--- config.mk ---
export PLATFORM = sky130hd
export DESIGN_NAME = mcu_dispatch
export DESIGN_NICKNAME = d
export VERILOG_FILES = /design/src/rtl/mcu_pkg.sv /design/src/rtl/mcu_timeout_timer.sv /design/src/rtl/mcu_dispatch.sv
export SDC_FILE = /design/constraint.sdc
export NUM_CORES = 1
export LEC_CHECK = 0
export ABC_AREA = 1
export BUFFER_PORTS_ARGS = -buffer_cell sky130_fd_sc_hd__clkbuf_2
export CAP_MARGIN = 20
export CORE_MARGIN = 3
export CORE_UTILIZATION = 53
export CTS_CLUSTER_SIZE = 14
export DETAILED_ROUTE_END_ITERATION = 8
export GPL_TIMING_DRIVEN = 0
export PLACE_DENSITY_LB_ADDON = 0.05
export SYNTH_ARGS = -nofsm -noshare
export SYNTH_HDL_FRONTEND = slang
export SYNTH_SLANG_ARGS = --single-unit
--- constraint.sdc ---
create_clock -name clk -period 3.8 [get_ports clk]
set_clock_uncertainty 0.1 [all_clocks]
set_input_delay 0.76 -clock clk [delete_from_list [all_inputs] [get_ports clk]]
set_output_delay 0.76 -clock clk [all_outputs]
set_load 0.01 [all_outputs]
--- src/rtl/mcu_pkg.sv ---
// mcu_pkg: shared types and defaults for the main-control dispatcher.
//   N_UNITS_DEF   default number of order units / start-pulse lines
//   TIMEOUT_DEF   default WAIT cycles without ep before abort
//   TO_W_DEF      default timeout counter width (2**TO_W > TIMEOUT)
//   unit_id_t     4-bit order-unit index
//   dispatch_state_t  IDLE / ISSUE / WAIT / DONE
package mcu_pkg;

    localparam int unsigned N_UNITS_DEF = 12;
    localparam int unsigned TIMEOUT_DEF = 1023;
    localparam int unsigned TO_W_DEF    = 10;
    localparam int unsigned UNIT_W      = 4;

    typedef logic [UNIT_W-1:0] unit_id_t;

    typedef enum logic [1:0] {
        IDLE  = 2'd0,
        ISSUE = 2'd1,
        WAIT  = 2'd2,
        DONE  = 2'd3
    } dispatch_state_t;

    // 8-bit increment that sticks at 255.
    function automatic logic [7:0] sat_inc8(input logic [7:0] v);
        return (v == 8'hFF) ? v : v + 8'd1;
    endfunction

endpackage

--- src/rtl/mcu_timeout_timer.sv ---
// mcu_timeout_timer: TO_W-bit up-counter guarding the WAIT state.
//   clk        system clock
//   rst        synchronous active-high reset (count cleared)
//   clr_i      clear count to zero (priority over en_i)
//   en_i       increment count by one
//   expired_o  count has reached TIMEOUT-1, i.e. the next increment would
//              complete TIMEOUT counted cycles
module mcu_timeout_timer
    import mcu_pkg::*;
#(
    parameter int unsigned TIMEOUT = TIMEOUT_DEF,
    parameter int unsigned TO_W    = TO_W_DEF
) (
    input  logic clk,
    input  logic rst,
    input  logic clr_i,
    input  logic en_i,
    output logic expired_o
);

    localparam logic [TO_W-1:0] LAST = TO_W'(TIMEOUT - 1);

    logic [TO_W-1:0] count_q;
    logic [TO_W-1:0] count_d;

    always_comb begin
        count_d = count_q;
        if (clr_i) begin
            count_d = '0;
        end else if (en_i) begin
            count_d = count_q + TO_W'(1);
        end
    end

    always_ff @(posedge clk) begin
        if (rst) begin
            count_q <= '0;
        end else begin
            count_q <= count_d;
        end
    end

    assign expired_o = (count_q == LAST);

endmodule

--- src/rtl/mcu_dispatch.sv ---
// mcu_dispatch: main-control initiator for the order-unit start/end pulse
// protocol. Accepts one decoded order, fires a one-cycle one-hot start pulse,
// waits for the merged end pulse, then reports done with the sign-insertion
// flag. A stalled unit is aborted after TIMEOUT WAIT cycles.
//   clk, rst       clock, synchronous active-high reset
//   order_valid/order_ready/order_unit   order handshake from the decoder
//   sp             one-hot start pulses to units 0..N_UNITS-1
//   ep, ccu_ones   merged end pulse / sign-insertion pulse from the units
//   busy, done     activity and one-cycle completion pulse
//   ones_flag      ccu_ones seen during the order (valid with done)
//   err_timeout, err_badunit   one-cycle error pulses
//   spurious_cnt   ep pulses seen outside WAIT
// Build option: define MCU_SPURIOUS_EP_EN to build the spurious-ep counter;
// otherwise spurious_cnt is tied to zero.
module mcu_dispatch
    import mcu_pkg::*;
#(
    parameter int unsigned N_UNITS = N_UNITS_DEF,
    parameter int unsigned TIMEOUT = TIMEOUT_DEF,
    parameter int unsigned TO_W    = TO_W_DEF
) (
    input  logic               clk,
    input  logic               rst,
    input  logic               order_valid,
    output logic               order_ready,
    input  logic [UNIT_W-1:0]  order_unit,
    output logic [N_UNITS-1:0] sp,
    input  logic               ep,
    input  logic               ccu_ones,
    output logic               busy,
    output logic               done,
    output logic               ones_flag,
    output logic               err_timeout,
    output logic               err_badunit,
    output logic [7:0]         spurious_cnt
);

    dispatch_state_t state_q, state_d;
    unit_id_t        unit_q, unit_d;
    logic            ones_q, ones_d;
    logic            err_to_q, err_to_d;
    logic            err_bad_q, err_bad_d;
    logic            tmr_clr, tmr_en, tmr_exp;
    logic            unit_ok;

    assign unit_ok = (32'(order_unit) < N_UNITS);

    mcu_timeout_timer #(
        .TIMEOUT (TIMEOUT),
        .TO_W    (TO_W)
    ) u_timer (
        .clk       (clk),
        .rst       (rst),
        .clr_i     (tmr_clr),
        .en_i      (tmr_en),
        .expired_o (tmr_exp)
    );

    always_comb begin
        state_d   = state_q;
        unit_d    = unit_q;
        ones_d    = ones_q;
        err_to_d  = 1'b0;
        err_bad_d = 1'b0;
        tmr_clr   = 1'b0;
        tmr_en    = 1'b0;
        case (state_q)
            IDLE: begin
                if (order_valid) begin
                    if (unit_ok) begin
                        unit_d  = order_unit;
                        ones_d  = 1'b0;
                        state_d = ISSUE;
                    end else begin
                        err_bad_d = 1'b1;
                    end
                end
            end
            ISSUE: begin
                tmr_clr = 1'b1;
                state_d = WAIT;
            end
            WAIT: begin
                if (ccu_ones) begin
                    ones_d = 1'b1;
                end
                // ep takes priority over an expiring timer in the same cycle.
                if (ep) begin
                    state_d = DONE;
                end else if (tmr_exp) begin
                    err_to_d = 1'b1;
                    state_d  = IDLE;
                end else begin
                    tmr_en = 1'b1;
                end
            end
            DONE: begin
                state_d = IDLE;
            end
            default: begin
                state_d = IDLE;
            end
        endcase
    end

    always_ff @(posedge clk) begin
        if (rst) begin
            state_q   <= IDLE;
            unit_q    <= '0;
            ones_q    <= 1'b0;
            err_to_q  <= 1'b0;
            err_bad_q <= 1'b0;
        end else begin
            state_q   <= state_d;
            unit_q    <= unit_d;
            ones_q    <= ones_d;
            err_to_q  <= err_to_d;
            err_bad_q <= err_bad_d;
        end
    end

    always_comb begin
        sp = '0;
        for (int unsigned i = 0; i < N_UNITS; i++) begin
            sp[i] = (state_q == ISSUE) && (unit_q == unit_id_t'(i));
        end
    end

    assign order_ready = (state_q == IDLE);
    assign busy        = (state_q != IDLE);
    assign done        = (state_q == DONE);
    assign ones_flag   = ones_q;
    assign err_timeout = err_to_q;
    assign err_badunit = err_bad_q;

`ifdef MCU_SPURIOUS_EP_EN
    logic [7:0] spur_q;

    // Any ep outside WAIT is unsolicited.
    always_ff @(posedge clk) begin
        if (rst) begin
            spur_q <= '0;
        end else if (ep && (state_q != WAIT)) begin
            spur_q <= sat_inc8(spur_q);
        end
    end

    assign spurious_cnt = spur_q;
`else
    assign spurious_cnt = '0;
`endif

endmodule

======== After elaboration in Yosys (flattened, before gate mapping) ========
Cells that the tools add are included.
word-level totals
  register bits after elaboration ......... 19
  output and inout port bits .............. 26
  word-level logic and storage cells ...... 67
operators by class
  add/sub/neg operators ................... 1
  $lt $le $gt $ge ......................... 1
  equality and inequality tests ........... 19
  multiplexer cells ....................... 15
  bitwise gates (word level) .............. 3
  reduce and logical (&&, ||, !) cells .... 22
operator list
  cell                                                                     number
  4-bit by 3-bit equality test with 1-bit output, second input constant    4
  4-bit equality test, second input constant                               4
  1-bit logical AND                                                        12
  10-bit by 1-bit adder with 10-bit output, second input constant          1
  10-bit equality test, second input constant                              1
  1-bit two-way mux                                                        9
  4-bit by 2-bit equality test with 1-bit output, second input constant    2
  2-bit two-way mux                                                        4
  2-bit case mux with 4 select lines                                       1
  3-bit AND reduction                                                      2
  3-bit OR reduction                                                       2
  2-bit equality test, second input constant                               2
  4-bit by 1-bit equality test with 1-bit output, second input constant    1
  4-bit logical NOT                                                        1
  4-bit less-than comparator, second input constant                        1
  2-bit inequality test, second input constant                             2
  4-bit AND reduction                                                      1
  2-bit nonzero test                                                       2
  3-bit inequality test, second input constant                             1
  1-bit inverter                                                           3
  2-bit by 1-bit equality test with 1-bit output, second input constant    1
  2-bit logical NOT                                                        1
  2-bit by 1-bit inequality test with 1-bit output, second input constant  1
  1-bit case mux with 2 select lines                                       1
  2-bit OR reduction                                                       1

======== Longest topological paths before layout ========
Gate-level depths: netlist of the first run.
  depth in word-level cells ............... 4
  gate-level depth with buffers ........... 10
  depth with buffers taken out ............ 10

======== Modules after synthesis ========
From an unflattened synthesis of the first run, not the netlist that was laid out.
unflattened totals
  cell total of the unflattened synthesis .. 172
  area total of the unflattened synthesis .. 1112.3 um^2
modules (own cells, without submodules)
  module             instances  cells an instance  area an instance (um^2)  sequential area each (um^2)
  mcu_dispatch       1          98                 600.6                    180.2
  mcu_timeout_timer  1          74                 511.7                    200.2

======== Least setup slack after synthesis of the first run ========
Ideal clock, no wire load.
  path kind ............................... reg-to-output
  from .................................... register state_q[0]
  to ...................................... output port sp[0]
  data arrival time ....................... 917 ps
  slack ................................... 2023 ps
  cell stages (with the launch flop) ...... 5
  path buffers ............................ 0
  cell sequence ........................... dfxtp_1 -> inv_1 -> nor2_1 -> nand3_1 -> nor2_1
between the ends
  longest elaborated chain between the ends .. 2
ends and longest elaborated chain
  what                                            RTL line             RTL
  start: declaration                              mcu_dispatch.sv:38   dispatch_state_t state_q, state_d;
  start signal: assignment                        mcu_dispatch.sv:114  state_q <= state_d;
  2-bit by 1-bit equality test with 1-bit output  mcu_dispatch.sv:125  sp[i] = (state_q == ISSUE) && (unit_q == unit_id_t'(i));
  1-bit logical AND                               mcu_dispatch.sv:125
  end: declaration                                mcu_dispatch.sv:27   output logic [N_UNITS-1:0] sp,
No other way between the ends.

======== Final worst setup path of the first run ========
  from .................................... register state_q[0]
  to ...................................... output port sp[11]
Same word-level chain as after synthesis.

==> results of run 1 <==
[power by group]
| group | switching, W | internal, W | leakage [nW] |
|---|---|---|---|
| clock | 0.0000659 | 0.0000409 | 0.0150 |
| sequential | 0.0000109 | 0.000213 | 0.154 |
| combinational | 0.0000773 | 0.0000400 | 0.473 |
| total | 0.000154 | 0.000294 | 0.642 |
[final cells by class]
type | count | area (um2) | share of cell area [%]
inverter | 24 | 95.09 | 7.238
timing repair buffer | 26 | 130.1 | 9.905
tap | 25 | 31.28 | 2.381
multi-input combinational | 123 | 590.6 | 44.95
clock buffer | 4 | 26.28 | 2.000
sequential | 19 | 380.4 | 28.95
buffer | 8 | 60.06 | 4.571
[flip-flops by register name, indices dropped and copies added, names as in the netlist]
| name | count |
|---|---|
| unit_q | 4 |
| err_timeout | 1 |
| u_timer.count_q | 10 |
| ones_flag | 1 |
| state_q | 2 |
| err_badunit | 1 |
[layer usage]
layer  GRT usage [%]  wire, um
met2           36.86      1193
met4           7.424         7
met5               0         0
met3           2.579       112
met1           24.20      1117
[cells by family after synthesis]
group                    Yosys count  share of synthesized area (%)
AO/OA/AOI/OAI                     20                          9.443
XOR/XNOR                           3                          2.390
buffers and inverters             32                          14.11
AND/OR/NAND/NOR                   90                          36.86
adder cells (fa/ha/maj)            2                          2.275
flip-flops                        19                          34.58
other                              1                         0.3410
[metrics by stage]
stage | hold WS, ns | power [W] | setup WS [ns] | cell area, um2
after global placement | 0.3488 | 0.0003403 | 1.849 | 1287
after floorplan | 0.3640 | 0.0003085 | 2.023 | 1126
final | 0.3741 | 0.0004481 | 1.430 | 1314
after CTS | 0.3790 | 0.0004511 | 1.444 | 1314
after detailed placement | 0.3627 | 0.0003446 | 1.799 | 1287
after global routing | 0.3951 | 0.0004776 | 1.307 | 1314
[worst min-delay path: stages (launching register included)]
cell	delay, ns
dfxtp_1	0.33
nand2_1	0.06
a21oi_1	0.05
[cell usage in the layout (no fill, tap or decap), types with 5 or more instances in the layout]
master and count:
o21ai_0 5, nand2_1 43, nor2_1 22, nand3_1 9, inv_1 22, a21oi_1 13, buf_4 8, clkbuf_2 26
dfxtp_1 19, conb_1 8
[worst max path at each step]
stage | startpoint | to | slack (ns) | cells past startpoint
6_report | state_q[0] | sp[11] | 1.43 | 5
5_1_grt | state_q[0] | sp[8] | 1.31 | 5
4_1_cts | state_q[0] | sp[11] | 1.44 | 5
3_5_place_dp | state_q[0] | sp[11] | 1.80 | 5
3_3_place_gp | state_q[0] | sp[10] | 1.85 | 5
2_1_floorplan | state_q[0] | sp[0] | 2.02 | 4
==> metrics, run 1 <==
Non-Filler Instances=about 230; CTS Sinks=19; Synth area leaders=dfxtp_1 35%, nand2_1 15%, inv_1 7.5%; Max Transition Viols Final=0; r2r worst-path depth=9; latest clock arrival within the worst-skew pair=0.30 ns; layout cell share with drive strength beyond 1=23.04%; register area share after synthesis=34.58%; largest net degree at the start of global routing=11; DIE WIDTH=51.56 um; total number of vias=1107; Synth top cells by count=43 x nand2_1, 22 x inv_1, 22 x nor2_1; GRT overflow=0; post-CTS setup buffer count=0; syn avg cell area=6.586 um2; CTS-repair resized insts=0; ys flop type=dfxtp_1; Clk Tree Root Cell=clkbuf_4; core area=between 0.0015 and 0.002 mm2; Crit path arrival time=~1.5 ns; final core utilization=71.43%; crit-path cells=inv_1, nor2_1, nand3_1, nor2_1, clkbuf_2; FF-to-FF End=u_timer.count_q[6]; Final Setup Violations=0; CP max-delay cell=dfxtp_1; hold depth=2; Inserted Diodes=0; Fin. Hold Viols=0; count of different cell masters after synthesis=24; Overall Global Routing Usage=20.31%; DP Cell Count=between 200 and 250; clock buffer count from CTS=3; CP top delay family=simple AND/OR/NAND/NOR gates; Hold-fix buffers, CTS=0; nets@finish=216; kind of critical path=reg -> out; synthesis-to-layout area growth=19.45%; critical path data required time=2.94 ns; pwr dens=between 300 and 400 mW/mm2; EDFF count, synth=0; Port Buffer Count=26; io pins=35; Crit. End Element=primary output; Max Freq=0.4220 GHz; detailed-route wire length=2430 um; DIE AREA=around 0.0027 mm2; worst r2r src=u_timer.count_q[0]; cell taking the most area after synthesis=dfxtp_1; most frequent cell after synthesis=nand2_1; status=finished, final reports clean; Setup TNS Final=0 ns; Syn Inst Count=167; cell mode on critical path=nor2_1; Clock transition at path regs=approximately 0.12 ns; Routed Antenna Nets=0; vias in the first global route=1047; worst-path maximum fanout=5; crit share post-route=between 60% and 70%; # fillers=172; DRC viols=0; DR vias/cell=~4.8; warning count from the yosys run=0; initial core utilization=59.80%; DRT Pass-1 Iters=4; Die Ht=51.56 um; Syn Std Cell Area=0.001100 mm2; initial antenna violation count=0; async set or reset register ratio after synthesis=0%; Peak VDD IR=0.2025 mV; Buf+Inv Stages, Crit Path=2; Reg2Reg Setup Slack=2.31 ns; nature of the critical path startpoint=register; fin crit period=2.370 ns; clock buffer depth=2; Detailed Place HPWL=around 1900 um; num rows=15; Hold Crit Class=reg -> reg; Hold Startpoint=ones_flag; worst stage delay on the critical path=0.37 ns; 1st-iter DRT viols=35; sink of the worst hold path=ones_flag; CTS tree=yes; routed wire length per instance=10.61 um; top cell type's share of synthesized area=about a third; gp weighted congestion=0.8272; first-pass GRT wire length=~4200 um; H-tree depth=1; Leak=between 0.6 and 0.7 nW; unrepaired setup endpoints after global routing=false; synthesized flop and latch total=19; Max Cap Viol=0
No activity file was read; power rests on OpenSTA's default activity.
==> inputs of run 2 (changes only) <==
--- a/config.mk
+++ b/config.mk
@@ -5,11 +5,11 @@
 export SDC_FILE = /design/constraint.sdc
 export NUM_CORES = 1
 export LEC_CHECK = 0
-export ABC_AREA = 1
+export ABC_AREA = 0
 export BUFFER_PORTS_ARGS = -buffer_cell sky130_fd_sc_hd__clkbuf_2
 export CAP_MARGIN = 20
 export CORE_MARGIN = 3
-export CORE_UTILIZATION = 53
+export CORE_UTILIZATION = 48
 export CTS_CLUSTER_SIZE = 14
 export DETAILED_ROUTE_END_ITERATION = 8
 export GPL_TIMING_DRIVEN = 0
==> constraint.sdc (replaced) <==
create_clock -name clk -period 2.2 [get_ports clk]
set_clock_uncertainty 0.1 [all_clocks]
set_input_delay 0.44 -clock clk [delete_from_list [all_inputs] [get_ports clk]]
set_output_delay 0.44 -clock clk [all_outputs]
set_load 0.01 [all_outputs]
==> run 2 against run 1 <==
Combinational power shrank 14%. Largest cell class unchanged. Power up 44%. Non-clock buffer count grew 1.
==> metrics, run 2 <==
status=finished, final reports clean; Peak VDD IR=0.4416 mV (+120%); Inserted Diodes=0 (unchanged); Synth top cells by count=28 x nor2_1, 19 x dfxtp_1, 9 x nor3_1; # fillers=193 (+12%); latest clock arrival within the worst-skew pair=0.29 ns (about the same); CP top delay family=simple AND/OR/NAND/NOR gates; cell taking the most area after synthesis=dfxtp_1; register area share after synthesis=37.39% (+2.8 points); fin crit period=2.056 ns; Port Buffer Count=25 (-3.8%); vias in the first global route=899 (-14%); Die Ht=52.04 um (+0.93%); nature of the critical path startpoint=register; worst stage delay on the critical path=0.37 ns (about the same); Worst Setup SP=state_q[1]; detailed-route wire length=2098 um (-14%); switch share=26.90% (-7.5 points); clock buffer depth=2 (unchanged); GRT overflow=0 (unchanged); worst-path maximum fanout=10 (+5); kind of critical path=reg -> out; largest net degree at the start of global routing=11 (unchanged); synthesis-to-layout area growth=22.26%; nets@finish=175 (-19%); Hold Startpoint=order_unit[0]; syn avg cell area=8.010 um2 (+22%); Crit path arrival time=1.52 ns (about the same); CP max-delay cell=dfxtp_2; async set or reset register ratio after synthesis=0% (unchanged); EDFF count, synth=0 (unchanged); DRT Pass-1 Iters=4 (unchanged); Fin. Hold Viols=0 (unchanged); Syn Inst Count=127 (-24%); DIE AREA=0.002708 mm2 (+1.9%); top cell type's share of synthesized area=37.39% (+2.8 points); 1st-iter DRT viols=12 (-66%); Detailed Place HPWL=1680 um (-11%); Final Setup Violations=0 (unchanged); highest-count cells in the layout ignoring fill and taps=28 x nor2_1, 25 x clkbuf_2, 17 x dfxtp_1; worst hold margin=0.2777 ns (-0.09639 ns); CTS tree=yes; net load switching power=0.0001739 W (+13%); Setup TNS Final=0 ns (unchanged); most frequent cell after synthesis=nor2_1; count of different cell masters after synthesis=36 (+50%); Buf+Inv Stages, Crit Path=1 (-1); Crit. End Element=primary output; Synth area leaders=dfxtp_1 37%, nor2_1 10%, buf_4 5.9%; final core utilization=62.75% (-8.7 points); initial core utilization=51.33% (-8.5 points); DP Worst Slack=0.3246 ns (-1.475 ns); Largest register FFs=10 (unchanged); routed wire length per instance=11.04 um (+4.1%); Hold-fix buffers, CTS=0 (unchanged); Top reg by flops=u_timer.count_q; Leak=0.5411 nW (-16%); io pins=35 (unchanged); DIE WIDTH=52.04 um (+0.93%); Clk pwr share=26.9% (+3.1 points); H-tree depth=1 (unchanged); DR vias/cell=5.079 (+5.1%); unrepaired setup endpoints after global routing=false; largest registers=u_timer.count_q: 10 flops, unit_q: 4 flops, state_q: 2 flops; CTS Sinks=19 (unchanged); ys flop type=dfxtp_1; Routed Antenna Nets=0 (unchanged); Clk Tree Root Cell=clkbuf_4; num rows=16 (+1); commonest non-fill, non-tap cell in the layout=nor2_1; clock buffer count from CTS=3 (unchanged); PnR worst setup slack=0.1442 ns (-1.286 ns); first-pass GRT wire length=3574 um (-15%); DRC viols=0 (unchanged); sequential power share=57.5% (+7.5 points); worst r2r src=u_timer.count_q[0]; layout cell share with drive strength beyond 1=26.99% (+4.0 points); pwr dens=519.9 mW/mm2 (+52%); crit share post-route=93.44%; Int Pwr=0.0004726 W (+61%); critical path data required time=1.66 ns (-1.28 ns); crit-path cells=nand2b_2, or3_4, nor2_1, clkbuf_2; Syn Std Cell Area=0.001017 mm2 (-7.5%); combinational share of power=15.6% (-11 points); Overall Global Routing Usage=17.41% (-2.9 points); Clock transition at path regs=0.10 ns (-0.02 ns); warning count from the yosys run=0 (unchanged); synthesized flop and latch total=19 (unchanged); core area=0.001982 mm2 (+7.8%); Max Cap Viol=0 (unchanged); Max Transition Viols Final=0 (unchanged); Hold Crit Class=in -> reg; total number of vias=965 (-13%); gp weighted congestion=0.8607 (+4.0%); initial antenna violation count=0 (unchanged); Max Freq=0.4864 GHz
## run 2: changes by cell type after synthesis, sizes merged, moves of 3 or more
cell | previous run | this run
a21oi | 13 | 6
xor2 | 3 | 0
nand2b | 0 | 4
a211oi | 0 | 4
mux2i | 0 | 4
nand2 | 48 | 7
inv | 23 | 3
nand3 | 9 | 4
nor3 | 1 | 10
nor2 | 25 | 28
## run 2: final timing paths
kind	cells after the start	slack [ns]	to
setup / recovery	4	0.14	sp[3]
hold / removal	3	0.28	unit_q[0]
setup reg to reg	5	0.40	u_timer.count_q[6]
hold reg to reg	1	0.43	state_q[0]
## run 2: logic make-up after synthesis
kind of cell / Yosys count / share of synthesized area, %
AND/OR/NAND/NOR: 68 / 34.57
flip-flops: 19 / 37.39
AO/OA/AOI/OAI: 18 / 11.81
buffers and inverters: 13 / 7.750
multiplexers: 4 / 3.936
adder cells (fa/ha/maj): 2 / 2.460
XOR/XNOR: 2 / 1.722
other: 1 / 0.3686
## run 2: worst reg2reg max path, delay by kind of cell, from the launching register on
kind                     cells  cell delay (ns)
flip-flops                   1             0.42
AND/OR/NAND/NOR              3             0.87
AO/OA/AOI/OAI                1             0.14
adder cells (fa/ha/maj)      1             0.19
## run 2: per-stage QoR
| step | instances | cell area [um2] | total power (W) |
|---|---|---|---|
| floorplan | 134 | 1044 | 0.0004464 |
| global placement | 186 | 1202 | 0.0004732 |
| detailed placement | 186 | 1202 | 0.0004770 |
| CTS | 190 | 1230 | 0.0006494 |
| global route | 190 | 1244 | 0.0006829 |
| finish | 190 | 1244 | 0.0006466 |
## run 2: layout make-up
type,count,area (um2),area share [%]
Clock buffer,4,26.28,2.113
Multi-Input combinational cell,102,596.8,47.99
Timing Repair Buffer,25,125.1,10.06
Buffer,10,67.56,5.433
Sequential cell,19,382.9,30.78
Inverter,3,11.26,0.9054
Tap cell,27,33.78,2.716
## run 2: repair_timing
item | 4_1_cts | 5_1_grt
setup endpoints to repair | 1 | 4
buffers inserted | 0 | 0
hold endpoints to repair | 0 | 0
resized for setup | 1 | 4
## run 2: metal layers
layer / share of wire (%) / global-route usage (%)
met3: 6.2 / 5.731
met4: 1.3 / 6.114
met2: 50 / 30.75
met1: 42 / 19.19
met5: 0 / 0
## run 2: power groups by stage
stage | logic, W | registers (W) | clock network, W
finish | 0.000101 | 0.000372 | 0.000174
global route | 0.000113 | 0.000375 | 0.000195
CTS | 0.0000994 | 0.000371 | 0.000179
detailed placement | 0.0000989 | 0.000378 | 0
global placement | 0.0000961 | 0.000377 | 0
floorplan | 0.0000712 | 0.000375 | 0
==> inputs of run 3 (changes only) <==
==> constraint.sdc (replaced) <==
create_clock -name clk -period 2.3 [get_ports clk]
set_clock_uncertainty 0.1 [all_clocks]
set_input_delay 0.46 -clock clk [delete_from_list [all_inputs] [get_ports clk]]
set_output_delay 0.46 -clock clk [all_outputs]
set_load 0.01 [all_outputs]
==> run 3 against run 2 <==
Clock power fell by 5%. Utilization fell by 0.44 points. Final cell count did not move. Critical path type unchanged. Highest routed layer unchanged.
==> metrics, run 3 (synthesis gave the netlist of run 2 again) <==
unrepaired setup endpoints after global routing=false; worst stage delay on the critical path=0.39 ns (+0.02 ns); GRT overflow=0 (unchanged); Max Freq=0.4643 GHz; H-tree depth=1 (unchanged); layout cell share with drive strength beyond 1=25.15% (-1.8 points); Final Setup Violations=0 (unchanged); DRC viols=0 (unchanged); Largest register FFs=10 (unchanged); Crit path arrival time=1.59 ns (+0.07 ns); initial core utilization=51.33% (unchanged); Leak=0.5369 nW (-0.78%); detailed-route wire length=2091 um (-0.33%); # fillers=195 (+1.0%); Clock transition at path regs=0.10 ns (about the same); 1st-iter DRT viols=15 (+3); Peak VDD IR=0.4212 mV (-4.6%); Routed Antenna Nets=0 (unchanged); sequential power share=57.6% (about the same); CP top delay family=simple AND/OR/NAND/NOR gates; core area=0.001982 mm2 (unchanged); CTS Sinks=19 (unchanged); Detailed Place HPWL=1680 um (unchanged); Hold Crit Class=in -> reg; vias in the first global route=899 (unchanged); Int Pwr=0.0004509 W (-4.6%); switch share=26.73% (-0.17 points); post-CTS setup buffer count=0 (unchanged); final core utilization=62.31% (-0.44 points); critical path data required time=1.74 ns (+0.08 ns); synthesis-to-layout area growth=21.40%; routed wire length per instance=11.01 um (-0.33%); largest registers=u_timer.count_q: 10 flops, unit_q: 4 flops, state_q: 2 flops; DIE AREA=0.002708 mm2 (unchanged); fin crit period=2.154 ns; combinational share of power=15.5% (about the same); CTS tree=yes; pwr dens=498.3 mW/mm2 (-4.1%); kind of critical path=reg -> out; total number of vias=978 (+1.3%); Max Cap Viol=0 (unchanged); DR vias/cell=5.147 (+1.3%); status=finished, final reports clean; Buf+Inv Stages, Crit Path=1 (unchanged); highest-count cells in the layout ignoring fill and taps=28 x nor2_1, 25 x clkbuf_2, 18 x dfxtp_1; Inserted Diodes=0 (unchanged); gp weighted congestion=0.8607 (unchanged); worst-path maximum fanout=10 (unchanged); Max Transition Viols Final=0 (unchanged); DRT Pass-1 Iters=6 (+2); Clk pwr share=26.9% (about the same); Setup TNS Final=0 ns (unchanged); largest net degree at the start of global routing=11 (unchanged); crit share post-route=93.65%; latest clock arrival within the worst-skew pair=0.29 ns (about the same); initial antenna violation count=0 (unchanged); crit-path cells=nand2b_1, or3_4, nor3_1, clkbuf_2; Top reg by flops=u_timer.count_q; clock buffer depth=2 (unchanged); Overall Global Routing Usage=17.41% (unchanged); commonest non-fill, non-tap cell in the layout=nor2_1; net load switching power=0.0001645 W (-5.4%); Fin. Hold Viols=0 (unchanged); clock buffer count from CTS=3 (unchanged); nets@finish=175 (unchanged); Crit. End Element=primary output; nature of the critical path startpoint=register; first-pass GRT wire length=3574 um (unchanged); CP max-delay cell=dfxtp_1; DIE WIDTH=52.04 um (unchanged); Clk Tree Root Cell=clkbuf_4; Die Ht=52.04 um (unchanged); io pins=35 (unchanged); num rows=16 (unchanged); Port Buffer Count=25 (unchanged)
run 3: path summary, 6_finish.rpt:
| check | slack, ns | startpoint | cells past startpoint | endpoint |
|---|---|---|---|---|
| max | 0.15 | state_q[1] | 4 | sp[0] |
| min | 0.30 | order_unit[0] | 3 | unit_q[0] |
| max reg2reg | 0.50 | u_timer.count_q[0] | 5 | u_timer.count_q[6] |
| min reg2reg | 0.41 | state_q[0] | 1 | state_q[0] |
run 3: layout make-up:
type / count / area (um2) / share of cell area, %
Multi-Input combinational cell: 102 / 589.3 / 47.72
Buffer: 10 / 67.56 / 5.471
Clock buffer: 4 / 26.28 / 2.128
Timing Repair Buffer: 25 / 125.1 / 10.13
Tap cell: 27 / 33.78 / 2.736
Inverter: 3 / 11.26 / 0.9119
Sequential cell: 19 / 381.6 / 30.90
run 3: metrics by stage:
| step | total power [W] | hold WS (ns) | instances | setup slack, ns | area [um2] |
|---|---|---|---|---|---|
| 2_1_floorplan | 0.0004270 | 0.3733 | 134 | 0.5598 | 1044 |
| 3_3_place_gp | 0.0004527 | 0.4037 | 186 | 0.4450 | 1202 |
| 3_5_place_dp | 0.0004563 | 0.4116 | 186 | 0.4046 | 1202 |
| 4_1_cts | 0.0006208 | 0.2949 | 190 | 0.06644 | 1229 |
| 5_1_grt | 0.0006513 | 0.3169 | 190 | 0.002411 | 1235 |
| 6_report | 0.0006154 | 0.3003 | 190 | 0.1462 | 1235 |
run 3: per-layer routing:
metal	routed length, um	global-route usage (%)	vias up
li1	-	-	503
met1	852	19.19	441
met2	1067	30.75	30
met3	142	5.731	4
met4	29	6.114	0
met5	0	0	-
run 3: timing repair:
action | in CTS | in global routing
hold buffers | 0 | 0
resized for setup | 0 | 2
endpoints found under the setup margin | 0 | 4
run 3: power by group through the flow:
stage	logic, W	registers (W)	clock network (W)
detailed placement	0.0000946	0.000362	0
floorplan	0.0000681	0.000359	0
CTS	0.0000951	0.000354	0.000172
global route	0.000107	0.000358	0.000186
finish	0.0000956	0.000354	0.000165
global placement	0.0000919	0.000361	0
run 3: worst reg2reg max path, cell delays in order, from the launching register on:
cell and delay [ns]:
dfxtp_1 0.42, ha_1 0.19, nand4bb_1 0.23, nor2_1 0.21, or4b_1 0.44, a21oi_1 0.14
